--- src/rtl/cordic_pkg.sv ---
// Shared definitions for the CORDIC core and its host-side controller:
// operand format, mode encoding and controller state encoding.
package cordic_pkg;

  localparam int W    = 16;
  localparam int FRAC = 8;

  localparam logic MODE_ROT = 1'b1;
  localparam logic MODE_VEC = 1'b0;

  // Sign-magnitude negative zero: sign set, magnitude clear.
  localparam logic [W-1:0] NEG_ZERO = {1'b1, {(W-1){1'b0}}};

  typedef enum logic [1:0] {
    S_IDLE = 2'd0,
    S_LOAD = 2'd1,
    S_RUN  = 2'd2,
    S_DONE = 2'd3
  } state_t;

endpackage

--- src/rtl/cordic_host_ctrl.sv ---
// Host-side initiator for the iterative cordic core: accepts one job, restarts
// the core, waits its fixed latency, captures and returns the tagged results.
module cordic_host_ctrl #(
  parameter int W       = cordic_pkg::W,
  parameter int LATENCY = 16,
  parameter int TAG_W   = 4
) (
  input  logic             clk,
  input  logic             reset,
  input  logic             cmd_valid,
  output logic             cmd_ready,
  input  logic             cmd_mode,
  input  logic [W-1:0]     cmd_x,
  input  logic [W-1:0]     cmd_y,
  input  logic [W-1:0]     cmd_z,
  output logic             cor_mode,
  output logic [W-1:0]     cor_x,
  output logic [W-1:0]     cor_y,
  output logic [W-1:0]     cor_z,
  output logic             cor_reset,
  input  logic [W-1:0]     cor_res1,
  input  logic [W-1:0]     cor_res2,
  output logic             rsp_valid,
  input  logic             rsp_ready,
  output logic [W-1:0]     rsp_res1,
  output logic [W-1:0]     rsp_res2,
  output logic             rsp_mode,
  output logic [TAG_W-1:0] rsp_tag,
  output logic             busy
);
  import cordic_pkg::*;

  localparam int CNT_W = $clog2(LATENCY + 1);
  localparam logic [W-1:0] L_NEG_ZERO = {1'b1, {(W-1){1'b0}}};

  function automatic logic [W-1:0] normalise(input logic [W-1:0] v);
    return (v == L_NEG_ZERO) ? '0 : v;
  endfunction

  state_t             r_state;
  state_t             w_next_state;
  logic [CNT_W-1:0]   r_cnt;
  logic [TAG_W-1:0]   r_tag_cnt;
  logic               r_cor_mode;
  logic [W-1:0]       r_cor_x;
  logic [W-1:0]       r_cor_y;
  logic [W-1:0]       r_cor_z;
  logic               r_cor_reset;
  logic [W-1:0]       r_rsp_res1;
  logic [W-1:0]       r_rsp_res2;
  logic               r_rsp_mode;
  logic [TAG_W-1:0]   r_rsp_tag;
  logic               w_accept;
  logic               w_cnt_done;

  assign w_accept   = (r_state == S_IDLE) && cmd_valid;
  assign w_cnt_done = (r_cnt == CNT_W'(LATENCY - 1));

  // NOTE: reset is synchronous here, so it lives inside the clocked block and
  // every register, state included, is updated with non-blocking assignments.
  always_ff @(posedge clk) begin
    if (!reset) r_state <= S_IDLE;
    else        r_state <= w_next_state;
  end

  // NOTE: next_state gets a default first so no path through the case infers a latch.
  always_comb begin
    w_next_state = r_state;
    case (r_state)
      S_IDLE: if (cmd_valid)  w_next_state = S_LOAD;
      S_LOAD:                 w_next_state = S_RUN;
      S_RUN:  if (w_cnt_done) w_next_state = S_DONE;
      S_DONE: if (rsp_ready)  w_next_state = S_IDLE;
      default:                w_next_state = S_IDLE;
    endcase
  end

  always_ff @(posedge clk) begin
    if (!reset) begin
      r_cnt       <= '0;
      r_tag_cnt   <= '0;
      r_cor_mode  <= 1'b0;
      r_cor_x     <= '0;
      r_cor_y     <= '0;
      r_cor_z     <= '0;
      r_cor_reset <= 1'b0;
      r_rsp_res1  <= '0;
      r_rsp_res2  <= '0;
      r_rsp_mode  <= 1'b0;
      r_rsp_tag   <= '0;
    end else begin
      // Registered so the core sees a glitch-free restart pulse during LOAD.
      r_cor_reset <= (w_next_state != S_LOAD);

      if (w_accept) begin
        r_cor_mode <= cmd_mode;
        r_cor_x    <= cmd_x;
        r_cor_y    <= cmd_y;
        r_cor_z    <= cmd_z;
        r_rsp_tag  <= r_tag_cnt;
        r_tag_cnt  <= r_tag_cnt + 1'b1;
      end

      if (r_state == S_LOAD)     r_cnt <= '0;
      else if (r_state == S_RUN) r_cnt <= r_cnt + 1'b1;

      if ((r_state == S_RUN) && w_cnt_done) begin
        r_rsp_res1 <= normalise(cor_res1);
        r_rsp_res2 <= normalise(cor_res2);
        r_rsp_mode <= r_cor_mode;
      end
    end
  end

  assign cmd_ready = (r_state == S_IDLE);
  assign busy      = (r_state != S_IDLE);
  assign rsp_valid = (r_state == S_DONE);
  assign cor_mode  = r_cor_mode;
  assign cor_x     = r_cor_x;
  assign cor_y     = r_cor_y;
  assign cor_z     = r_cor_z;
  assign cor_reset = r_cor_reset;
  assign rsp_res1  = r_rsp_res1;
  assign rsp_res2  = r_rsp_res2;
  assign rsp_mode  = r_rsp_mode;
  assign rsp_tag   = r_rsp_tag;

endmodule

--- config.mk ---
export PLATFORM = sky130hd
export DESIGN_NAME = cordic_host_ctrl
export DESIGN_NICKNAME = d
export VERILOG_FILES = /design/src/rtl/cordic_pkg.sv /design/src/rtl/cordic_host_ctrl.sv
export SDC_FILE = /design/constraint.sdc
export NUM_CORES = 1
export LEC_CHECK = 0
export ABC_AREA = 1
export BUFFER_PORTS_ARGS = -buffer_cell sky130_fd_sc_hd__buf_2
export CORE_AREA = 5 5 101 103
export DETAILED_ROUTE_END_ITERATION = 8
export DIE_AREA = 0 0 106 108
export PLACE_DENSITY = 0.76
export SYNTH_ARGS = -nofsm -noshare
export SYNTH_HDL_FRONTEND = slang
export SYNTH_SLANG_ARGS = --single-unit
--- constraint.sdc ---
create_clock -name clk -period 1.31 [get_ports clk]
set_input_delay 0.262 -clock clk [delete_from_list [all_inputs] [get_ports clk]]
set_output_delay 0.262 -clock clk [all_outputs]
set_load 0.05 [all_outputs]
==> metrics.md <==
| Metric | Value |
|---|---|
| Outcome | `finished, violations left` |
| Failing checks | `setup timing` |
| Fin cells | `767` |
| Number of detailed-routing iterations run before antenna repair | `5` |
| Net switching power | `0.00219 W` |
| Worst setup margin | `-0.136 ns` |
| Unique cell type count in the Yosys netlist | `27` |
| Period utilization | `1.10` |
| Row count | `35` |
| Root buf cell | `sky130_fd_sc_hd__clkbuf_8` |
| Worst Path Max Fanout | `7` |
| Core area | `9110 um^2` |
| Via count normalized by instance count | `4.82` |
| Sort of element at the start of the critical path | `flop` |
| Setup violators final | `37` |
| Layout cells sized above 1 | `0.407` |
| CTS tree | `built` |
| Die Area | `11400 um^2` |
| Clock Tree Buf Depth | `2` |
| ANT cells | `0` |
| Placed wire-length estimate after detailed placement | `7540 um` |
| Total negative setup slack | `-3.62 ns` |
| Flops & latches, synth | `98` |
| Worst slack on hold paths | `0.110 ns` |
| Proportion of total power due to net switching | `0.324` |
| Depth of the CTS H-tree | `3` |
| Clock latency on the worst-skew pair | `0.35 ns` |
| Post-placement worst setup slack | `-0.172 ns` |
| CTS clk-pin slew, worst paths | `0.09 ns` |
| Mapped Cells | `470` |
| Total count of hold-check failures in the final report | `0` |
| Final global-route overflow total | `0` |
| Number of design rule violations left after detail routing | `0` |
| Power share of the sequential group | `0.480` |
| I/O Buffers | `174` |
| EDFF count, synth | `0` |
| Power density of the placed cells | `1260 nW/um^2` |
| Via count of the first global-routing pass | `3637` |
| Crit path kind | `flop to flop` |
| Antenna violation net count after detailed routing | `0` |
| Design internal power | `0.00457 W` |
| Clock Skews | `0.0151 ns` |
| Part of the Yosys area used for sequential elements | `0.538` |
| Type of the tightest min-delay check | `input pin to flop` |
| Post-layout total power | `0.00676 W` |
| Number of nets in the final layout | `741` |
| Routability congestion estimate from global placement | `0.799` |
| Total global-route track usage | `0.182` |
| Netlist area before placement | `3640 um^2` |
| Count of synthesis-stage warnings from yosys | `0` |
| Max Freq | `0.691 GHz` |
| Initial DRC Count | `130` |
| Type of element capturing the critical path | `flop` |
| Max-cap violation count | `0` |
| Vertical die dimension | `108 um` |
| # IOs | `175` |
| Total wirelength of the detailed-routed design | `10800 um` |
| Largest net degree at the start of global routing | `53` |
| Total nets after synthesis | `558` |
| Sinks on Clock Net | `98` |
| Combinational group share of total power | `0.235` |
| Relative slew slack | `0.822` |
| Crit path DAT | `1.69 ns` |
| Initial cell density of the core | `0.400` |
| Peak VDD IR | `0.000752 V` |
| Synth-to-Final Area Change | `47.4%` |
| Required time of the critical path | `1.56 ns` |
| Part of the total power dissipated in the clock network | `0.285` |
| Via count of the routed design | `3694` |
| First-pass GRT wire length | `16900 um` |
| Detailed-route wire length per cell | `14.1 um` |
| Dominant synthesized flop cell | `sky130_fd_sc_hd__dfxtp_1` |
| Clock period minus final worst setup slack | `1.45 ns` |
| Number of antenna violations at the first check in global routing | `0` |
| Inst Count DP | `743` |
| Setup repair after global routing missed its margin | `yes` |
| Async set-or-reset flop fraction in the synthesized netlist | `0` |
| Width of the chip | `106 um` |
| Final slew viol count | `0` |
| Slew of the pin with the lowest slew margin | `0.269 ns` |
| Total CTS buffers | `9` |
| Leakage power | `2.58 nW` |
| Average footprint of a synthesized cell | `7.75 um^2` |
power groups by stage:
| stage | Sequential [W] | Clock (W) | Combinational, W |
|---|---|---|---|
| floorplan | 0.00386 | 0 | 0.000445 |
| global placement | 0.00331 | 0 | 0.00141 |
| detailed placement | 0.00332 | 0 | 0.00143 |
| CTS | 0.00325 | 0.00199 | 0.00147 |
| global route | 0.00327 | 0.00215 | 0.00171 |
| finish | 0.00325 | 0.00193 | 0.00159 |
cells by family (layout without fill, tap and decap cells):
| family | Yosys count | in the layout | share of synthesized area |
|---|---|---|---|
| buffers and inverters | 43 | 229 | 0.0656 |
| adders and majority gates | 3 | 3 | 0.0103 |
| and+or+nand+nor | 224 | 224 | 0.241 |
| AOI/OAI and AO/OA | 101 | 101 | 0.143 |
| xor gates and xnor gates | 1 | 1 | 0.00240 |
| DFF | 98 | 98 | 0.538 |
synth_stat cells (2+ instances only):
| library cell | number | area, um^2 |
|---|---|---|
| sky130_fd_sc_hd__nand2_4 | 2 | 22.5 |
| sky130_fd_sc_hd__nor2_1 | 191 | 717 |
| sky130_fd_sc_hd__clkbuf_1 | 8 | 30.0 |
| sky130_fd_sc_hd__dfxtp_1 | 98 | 1960 |
| sky130_fd_sc_hd__buf_6 | 7 | 78.8 |
| sky130_fd_sc_hd__a211oi_1 | 2 | 15.0 |
| sky130_fd_sc_hd__nand3_1 | 4 | 20.0 |
| sky130_fd_sc_hd__nor3_1 | 3 | 15.0 |
| sky130_fd_sc_hd__ha_1 | 3 | 37.5 |
| sky130_fd_sc_hd__o21ai_0 | 63 | 315 |
| sky130_fd_sc_hd__o21ai_1 | 27 | 135 |
| sky130_fd_sc_hd__buf_2 | 10 | 50.1 |
| sky130_fd_sc_hd__nand2_1 | 21 | 78.8 |
| sky130_fd_sc_hd__inv_1 | 12 | 45.0 |
| sky130_fd_sc_hd__a21oi_1 | 7 | 35.0 |
cell type report:
cell class                 count  area (um^2)
clock buffer                  10          138
clock inverter                 4         53.8
fill                         826         3740
inverter                      15         97.6
multi-input combinational    329         1690
sequential                    98         1970
tap                          111          139
timing repair buffer         200         1280
per-stage QoR:
stage                util  cell area [um^2]
floorplan               -              3660
global placement    0.510              4650
detailed placement  0.510              4650
CTS                 0.555              5050
global route        0.590              5370
finish              0.590              5370
repair_timing:
item                                    4_1_cts  5_1_grt
hold buffers                                  0        0
endpoints found under the setup margin       56       91
buffers inserted                              1        5
pin swaps                                     2       10
gates cloned                                  1        3
resized for setup                            55       62
routing by layer:
| layer | global-route usage | share of wire | up-vias |
|---|---|---|---|
| li1 | - | - | 1862 |
| met1 | 0.216 | 0.42 | 1666 |
| met2 | 0.300 | 0.47 | 156 |
| met3 | 0.0722 | 0.098 | 10 |
| met4 | 0.0657 | 0.013 | 0 |
| met5 | 0 | 0 | - |
path summary, 6_finish.rpt:
path	from	endpoint	slack (ns)	depth (start not counted)
worst max-delay path	r_cnt[1]$_SDFFE_PP0P_	rsp_res2[4]$_SDFFE_PN0P_	-0.14	8
worst min-delay path	rsp_ready	r_state[1]$_SDFF_PN0_	0.11	2
worst max register to register	r_cnt[1]$_SDFFE_PP0P_	rsp_res2[4]$_SDFFE_PN0P_	-0.14	8
worst min register to register	cor_z[14]$_SDFFE_PN0P_	cor_z[14]$_SDFFE_PN0P_	0.48	2
worst max-delay path, stage by stage (launching register included):
cell,delay [ns]
sky130_fd_sc_hd__dfxtp_2,0.36
sky130_fd_sc_hd__ha_4,0.14
sky130_fd_sc_hd__inv_2,0.03
sky130_fd_sc_hd__nor3_2,0.11
sky130_fd_sc_hd__ha_2,0.25
sky130_fd_sc_hd__nand2_8,0.13
sky130_fd_sc_hd__clkbuf_16,0.19
sky130_fd_sc_hd__nor2_1,0.09
sky130_fd_sc_hd__nor2_1,0.05
flip-flops by register name, indices dropped and copies added (netlist names):
register,count
cor_x,16
cor_y,16
cor_z,16
rsp_res1,16
rsp_res2,16
r_cnt,5
r_tag_cnt,4
rsp_tag,4
r_state,2
cor_mode,1
cor_reset,1
rsp_mode,1
cells in the final DEF, fill, tap and decap left out, types with 2 or more instances in the layout:
cell type                    Yosys  layout
sky130_fd_sc_hd__dfxtp_1        98      94
sky130_fd_sc_hd__inv_1          12       9
sky130_fd_sc_hd__a211oi_1        2       2
sky130_fd_sc_hd__a21oi_1         7       7
sky130_fd_sc_hd__buf_12          0       5
sky130_fd_sc_hd__clkinvlp_4      0       2
sky130_fd_sc_hd__o21ai_1        27      71
sky130_fd_sc_hd__inv_2           1       3
sky130_fd_sc_hd__nor2_2          0       5
sky130_fd_sc_hd__nand3_1         4       4
sky130_fd_sc_hd__o21ai_2         0       8
sky130_fd_sc_hd__nand2_1        21      19
sky130_fd_sc_hd__buf_4           1      15
sky130_fd_sc_hd__dfxtp_2         0       2
sky130_fd_sc_hd__buf_16          0       2
sky130_fd_sc_hd__nor3_1          3       2
sky130_fd_sc_hd__o21ai_0        63      11
sky130_fd_sc_hd__nor2_4          1      21
sky130_fd_sc_hd__nand2_4         2       2
sky130_fd_sc_hd__dfxtp_4         0       2
sky130_fd_sc_hd__nand2_8         0       2
sky130_fd_sc_hd__buf_2          10     164
sky130_fd_sc_hd__clkbuf_8        0      10
sky130_fd_sc_hd__nor2_1        191     166
sky130_fd_sc_hd__clkbuf_16       0       3
sky130_fd_sc_hd__buf_8           0       4
sky130_fd_sc_hd__buf_6           7       2
sky130_fd_sc_hd__clkbuf_4        0       5
No activity file was read; power rests on OpenSTA's default activity.
